===== config.mk =====
export PLATFORM = sky130hd
export DESIGN_NAME = f1_reaction_timer
export DESIGN_NICKNAME = d
export VERILOG_FILES = /design/src/rtl/f1_reaction_timer.sv
export SDC_FILE = /design/constraint.sdc
export NUM_CORES = 1
export LEC_CHECK = 0
export CAP_MARGIN = 5
export CORE_ASPECT_RATIO = 1.4
export CORE_MARGIN = 5
export CORE_UTILIZATION = 62
export DETAILED_ROUTE_END_ITERATION = 8
export DONT_BUFFER_PORTS = 1
export HOLD_SLACK_MARGIN = 0.12
export PLACE_DENSITY = 0.77
export SYNTH_ARGS = -nofsm -noshare
export SYNTH_HDL_FRONTEND = slang
export SYNTH_SLANG_ARGS = --single-unit

===== constraint.sdc =====
create_clock -name i_clk -period 2.5 [get_ports i_clk]
set_clock_uncertainty 0.05 [all_clocks]
set_input_delay 0.125 -clock i_clk [delete_from_list [all_inputs] [get_ports i_clk]]
set_output_delay 0.125 -clock i_clk [all_outputs]
set_load 0.01 [all_outputs]

===== src/rtl/f1_reaction_timer.sv =====
// f1_reaction_timer: random hold after all lights lit, lights-out pulse,
// then reaction timing in prescaled ticks with jump-start detection.
module f1_reaction_timer #(
   parameter int DIV       = 1000,
   parameter int CNT_W     = 16,
   parameter int MIN_DELAY = 100
) (
   input  logic             i_clk,
   input  logic             i_rst,
   input  logic             i_start,
   input  logic [7:0]       i_lights,
   input  logic             i_button,
   output logic             o_lights_off,
   output logic [CNT_W-1:0] o_react_time,
   output logic             o_valid,
   output logic             o_jump_start,
   output logic             o_busy
);

   localparam int PW = $clog2(DIV);
   localparam int DW = $clog2(MIN_DELAY + 128);

   typedef enum logic [1:0] {
      S_IDLE,
      S_ARMED,
      S_DELAY,
      S_TIMING
   } state_t;

   state_t           r_state;
   state_t           w_next;
   logic [PW-1:0]    r_presc;
   logic [6:0]       r_lfsr;
   logic             r_btn_q;
   logic [DW-1:0]    r_dcnt;
   logic [CNT_W-1:0] r_cnt;
   logic [CNT_W-1:0] r_rt;
   logic             r_lo;
   logic             r_valid;
   logic             r_jump;

   logic w_btn_rise;
   logic w_tick;
   logic w_all_lit;
   logic w_expire;
   logic w_enter_delay;
   logic w_enter_timing;
   logic w_set_jump;
   logic w_clr_jump;
   logic w_capture;

   assign w_btn_rise = i_button & ~r_btn_q;
   assign w_tick     = (r_presc == PW'(DIV - 1));
   assign w_all_lit  = (i_lights == 8'hFF);
   assign w_expire   = w_tick && (r_dcnt == DW'(1));

   // State register
   always_ff @(posedge i_clk) begin
      if (i_rst) r_state <= S_IDLE;
      else       r_state <= w_next;
   end

   // Next-state decode; an early press always beats lights/expiry
   always_comb begin
      w_next = r_state;
      case (r_state)
         S_IDLE:   if (i_start) w_next = S_ARMED;
         S_ARMED:  if (w_btn_rise) w_next = S_IDLE;
                   else if (w_all_lit) w_next = S_DELAY;
         S_DELAY:  if (w_btn_rise) w_next = S_IDLE;
                   else if (w_expire) w_next = S_TIMING;
         S_TIMING: if (w_btn_rise) w_next = S_IDLE;
         default:  w_next = S_IDLE;
      endcase
   end

   // Per-state event decode feeding the registered outputs
   always_comb begin
      w_clr_jump     = 1'b0;
      w_set_jump     = 1'b0;
      w_enter_delay  = 1'b0;
      w_enter_timing = 1'b0;
      w_capture      = 1'b0;
      case (r_state)
         S_IDLE:  w_clr_jump = i_start;
         S_ARMED: begin
            w_set_jump    = w_btn_rise;
            w_enter_delay = ~w_btn_rise & w_all_lit;
         end
         S_DELAY: begin
            w_set_jump     = w_btn_rise;
            w_enter_timing = ~w_btn_rise & w_expire;
         end
         S_TIMING: w_capture = w_btn_rise;
         default: ;
      endcase
   end

   assign o_busy = (r_state != S_IDLE);

   // Tick prescaler, realigned at the start of each timed phase
   always_ff @(posedge i_clk) begin
      if (i_rst)
         r_presc <= '0;
      else if (w_enter_delay || w_enter_timing || w_tick)
         r_presc <= '0;
      else
         r_presc <= r_presc + PW'(1);
   end

   // Free-running x^7+x^6+1 LFSR and button history
   always_ff @(posedge i_clk) begin
      if (i_rst) begin
         r_lfsr  <= 7'h01;
         r_btn_q <= 1'b0;
      end else begin
         r_lfsr  <= {r_lfsr[5:0], r_lfsr[6] ^ r_lfsr[5]};
         r_btn_q <= i_button;
      end
   end

   // Hold countdown in ticks
   always_ff @(posedge i_clk) begin
      if (i_rst)
         r_dcnt <= '0;
      else if (w_enter_delay)
         r_dcnt <= DW'(MIN_DELAY) + DW'(r_lfsr);
      else if (r_state == S_DELAY && w_tick)
         r_dcnt <= r_dcnt - DW'(1);
   end

   // Saturating reaction counter
   always_ff @(posedge i_clk) begin
      if (i_rst)
         r_cnt <= '0;
      else if (w_enter_timing)
         r_cnt <= '0;
      else if (r_state == S_TIMING && w_tick && r_cnt != '1)
         r_cnt <= r_cnt + CNT_W'(1);
   end

   // Registered result, pulses and sticky jump flag
   always_ff @(posedge i_clk) begin
      if (i_rst) begin
         r_lo    <= 1'b0;
         r_valid <= 1'b0;
         r_rt    <= '0;
         r_jump  <= 1'b0;
      end else begin
         r_lo    <= w_enter_timing;
         r_valid <= w_capture;
         if (w_capture)       r_rt   <= r_cnt;
         if (w_set_jump)      r_jump <= 1'b1;
         else if (w_clr_jump) r_jump <= 1'b0;
      end
   end

   assign o_lights_off = r_lo;
   assign o_valid      = r_valid;
   assign o_react_time = r_rt;
   assign o_jump_start = r_jump;

endmodule


* Word level (Yosys, flattened, before mapping)
Index checks and enable logic that the tools add are counted.
** Storage, ports and cells
- Bits in registers :: 63
- Bits of input ports :: 12
** Operators by class
- $add $sub $neg :: 4
- Equality and inequality tests :: 11
- Multiplexer cells :: 16
- Bitwise gates (word level) :: 6
- Reductions and logical operators :: 14
** Operators with widths (number)
- $add 16x1->16 const B :: 1
- $mux 8 :: 2
- $ne 16x16->1 const B :: 1
- $mux 2 :: 6
- $add 10x1->10 const B :: 1
- $eq 10x10->1 const B :: 1
- $add 7x7->8 const A :: 1
- $eq 8x1->1 const B :: 1
- $eq 8x8->1 const B :: 1
- $pmux 2 s4 :: 1
- $sub 8x1->8 const B :: 1
- $mux 1 :: 7
- $ne 3x3->1 const B :: 2
- $reduce_bool 2->1 :: 3
- $reduce_or 2->1 :: 3
- $eq 2x2->1 const B :: 2
- $logic_and 1x1->1 :: 4
- $ne 2x2->1 const B :: 2
- $reduce_and 4->1 :: 1
- $and 1x1->1 :: 3
- $eq 2x1->1 const B :: 1
- $logic_not 2->1 :: 1
- $logic_or 1x1->1 :: 2
- $not 1->1 :: 2
- $xor 1x1->1 :: 1

* Longest topological paths before layout
- Word-level depth :: 8
- Mapped depth :: 7
- Mapped depth without buffers :: 6

* Least setup slack after synthesis
OpenSTA, ideal clock, no wires.
- Path kind :: register to register
- Start :: register r_presc[0]
- End :: register r_cnt[11]
- Library setup time :: 0.125 ns
- Data arrival time :: 1.762 ns
- Required time :: 2.325 ns
- Path slack :: 0.562 ns
- Stages on the path, launching flop included :: 8
- Path buffers :: 1
- Period minus slack after synthesis :: 1.938 ns
- Cells stage by stage :: dfxtp_1 -> ha_1 -> and2_1 -> nand3_1 -> or3_4 -> o21ai_4 -> buf_4 -> a21oi_1
** Between the ends
- Cells in the longest elaborated chain, start to end :: 5
- Elaborated cells between the ends (all ways) :: 7
** Ends and longest elaborated chain
- start: declaration :: RTL line 32 : logic [PW-1:0] r_presc;
- start signal: assignment :: RTL line 108 : r_presc <= r_presc + PW'(1);
- $eq 10x10->1 (*) :: RTL line 53 : assign w_tick = (r_presc == PW'(DIV - 1));
- $logic_and 1x1->1 :: RTL line 55 : assign w_expire = w_tick && (r_dcnt == DW'(1));
- $and 1x1->1 :: RTL line 92 : w_enter_timing = ~w_btn_rise & w_expire;
- $mux 1 :: RTL line 84 : case (r_state)
- $reduce_or 2->1 (no source line)
- end signal: assignment :: RTL line 139 : r_cnt <= r_cnt + CNT_W'(1);
- end: declaration :: RTL line 36 : logic [CNT_W-1:0] r_cnt;
Every way passes the cells marked *; elsewhere a longest branch is shown, timed or not.
A chain may end at the register's enable or synchronous reset.

* Final worst setup path
- Start :: register r_presc[0]
- End :: register r_cnt[13]
Same word-level chain as after synthesis.

==> metrics.csv <==
metric,value,unit
status,"complete, no violations",
die_area,6070,µm²
ys_seq_elements,63,
critical_path_peak_fanout,16,
cts_tree,yes,
rows,29,
core-area,4500,µm²
num_antenna_cells,0,
tightest_slew,0.612,ns
viasPerCell,5.75,
peakVddDrop,424,µV
cts_max_level,3,
fp.dieW,67.3,µm
final_antenna_net_count,0,
p_leak,1.14,nW
wl_per_cell,14.4,µm
nets,356,
cp-end-kind,flip-flop,
gr-total-overflow,0,
totalWireLength,5750,µm
start_kind,flip-flop,
drt_first_pass_iters,4,
hold_viol_final,0,
pre_cts_ws,0.342,ns
ys_seq_area_share,44.2,%
clock_latency,0.34,ns
drt-initial-drc-count,93,
io_buffers,0,
grt_setup_unrepaired,false,
fin_crit_sh,86.3,%
fin_area,3150,µm²
clk_pin_slew,0.07,ns
via_count,2299,
syn_to_final_growth,10.4,%
worstSetupPathType,reg2reg,
p_per_area,628,nW/µm²
synthArstFlopShare,0,%
route.detailed.drc,0,
fmax,464,MHz
slew_headroom,58.1,%
synth_nets,348,
placed_cells,379,
dominantRegCellSynth,dfxtp_1,
initial_core_util,63.3,%
antenna_found_initial,0,
fin_ws,0.344,ns
grt_pass1_vias,2219,
drv_slew,0,
cap_violations,0,
cts_root_buf,clkbuf_8,
ios,32,
numCtsBuffers,9,
cts_resized,0,
drive_gt1_share,7.99,%
synth-edff-count,0,
tns,0,ns
setup-violations-final,0,
final_common_cell,dfxtp_1,
final_cell_mix,"63 x dfxtp_1, 48 x nand2_1, 35 x nor2_1",
syn_inst,325,
cts.sinks,63,
place.gp.congestion,0.897,
syn_area,2850,µm²
crit_required,2.67,ns
arrival,2.32,ns
power,0.00198,W
place_hpwl,3990,µm
fin_cells,400,
grt_usage,21.2,%
post_dp_cell_area,2900,µm²
yosysWarnings,0,
grt_max_degree,36,
clockBufferDepth,2,
finalCriticalPeriod,2.16,ns
hp-class,in2reg,
syn_area_per_cell,8.77,µm²
synth_cell_types,48,
grt_pass1_wl,9880,µm
die_h,90.2,µm
-- cell usage after synthesis, drive strengths merged (2+ instances only) --
| cell type | number | area share [%] |
|---|---|---|
| dfxtp | 63 | 44 |
| nand2 | 48 | 6.3 |
| nor2 | 35 | 4.6 |
| a21oi | 26 | 4.6 |
| xnor2 | 16 | 4.9 |
| nand3 | 14 | 2.5 |
| inv | 13 | 1.7 |
| ha | 11 | 4.8 |
| clkbuf | 8 | 1.1 |
| nand4 | 8 | 2.8 |
| or3 | 8 | 1.9 |
| nor2b | 7 | 1.5 |
| o21ai | 7 | 1.6 |
| xor2 | 6 | 1.8 |
| a211oi | 5 | 1.3 |
| and3 | 4 | 0.88 |
| mux2i | 4 | 1.4 |
| nor3 | 4 | 0.70 |
| and4 | 3 | 0.92 |
| buf | 3 | 0.83 |
| nand2b | 3 | 0.66 |
| o31ai | 3 | 0.79 |
| or4 | 3 | 0.79 |
| a311oi | 2 | 0.61 |
| and2 | 2 | 0.44 |
| and4bb | 2 | 1.0 |
| nor4 | 2 | 0.44 |
-- layer usage --
layer | part of all wire (%) | up-vias | global-route usage, %
met5 | 0 | - | 0
met4 | 3.4 | 0 | 13.0
met3 | 3.3 | 15 | 5.11
met2 | 56 | 40 | 38.2
met1 | 37 | 1102 | 20.6
li1 | - | 1142 | -
-- path summary, 6_finish.rpt --
path / cells past startpoint / from / end / slack, ns
worst max-delay path: 6 / r_presc[0]$_SDFF_PP0_ / r_cnt[13]$_SDFFE_PP0P_ / 0.34
worst min-delay path: 2 / i_start / r_state[1]$_SDFFE_PP0P_ / 0.16
worst max register to register: 6 / r_presc[0]$_SDFF_PP0_ / r_cnt[13]$_SDFFE_PP0P_ / 0.34
worst min register to register: 1 / r_lfsr[0]$_SDFF_PP1_ / r_lfsr[1]$_SDFF_PP0_ / 0.42
-- cells by family after synthesis --
logic type               count (synthesis)  share of synthesized area (%)
adder cells (fa/ha/maj)                 11                           4.83
multiplexers                             4                           1.40
XOR/XNOR                                22                           6.76
AO/OA/AOI/OAI                           55                           12.6
AND/OR/NAND/NOR                        146                           26.5
flip-flops                              63                           44.2
buffers and inverters                   24                           3.60
-- metrics by stage --
step / util, % / hold slack, ns
floorplan: - / 0.203
global placement: 64.4 / 0.147
detailed placement: 64.4 / 0.150
CTS: 69.9 / 0.143
global route: 69.9 / 0.186
finish: 69.9 / 0.155
-- repair_timing --
item | CTS | global route
buffers inserted | 0 | 0
hold buffers | 5 | 0
hold endpoints to repair | 37 | 0
setup endpoints to repair | 0 | 0
-- power by group --
part | leakage, nW | total (W) | internal [W] | switching, W
registers | 0.510 | 0.00103 | 0.00102 | 0.0000139
clock network | 0.100 | 0.000852 | 0.000483 | 0.000369
logic | 0.534 | 0.0000922 | 0.0000369 | 0.0000553
total | 1.14 | 0.00198 | 0.00154 | 0.000438
-- state kept, by name, indices dropped and copies added, names as in the netlist, 2 cells and up --
register / cells
o_react_time: 16
r_cnt: 16
r_presc: 10
r_dcnt: 8
r_lfsr: 7
r_state: 2
-- final cells by class --
type | count | area [µm²]
multi-input cells | 238 | 1490
clock buffers | 12 | 145
repair buffers | 8 | 82.6
well taps | 62 | 77.6
inverters | 13 | 48.8
clock inverters | 4 | 45.0
fillers | 377 | 1350
flip-flops and latches | 63 | 1260
-- worst max-delay path, stage by stage (launching register included) --
cell and delay [ns]:
dfxtp_1 0.38, ha_1 0.23, and2_1 0.29, nand3_1 0.13, or3_4 0.44, o21ai_4 0.40, nor3_1 0.11
Power figures use the tool's default switching activity.
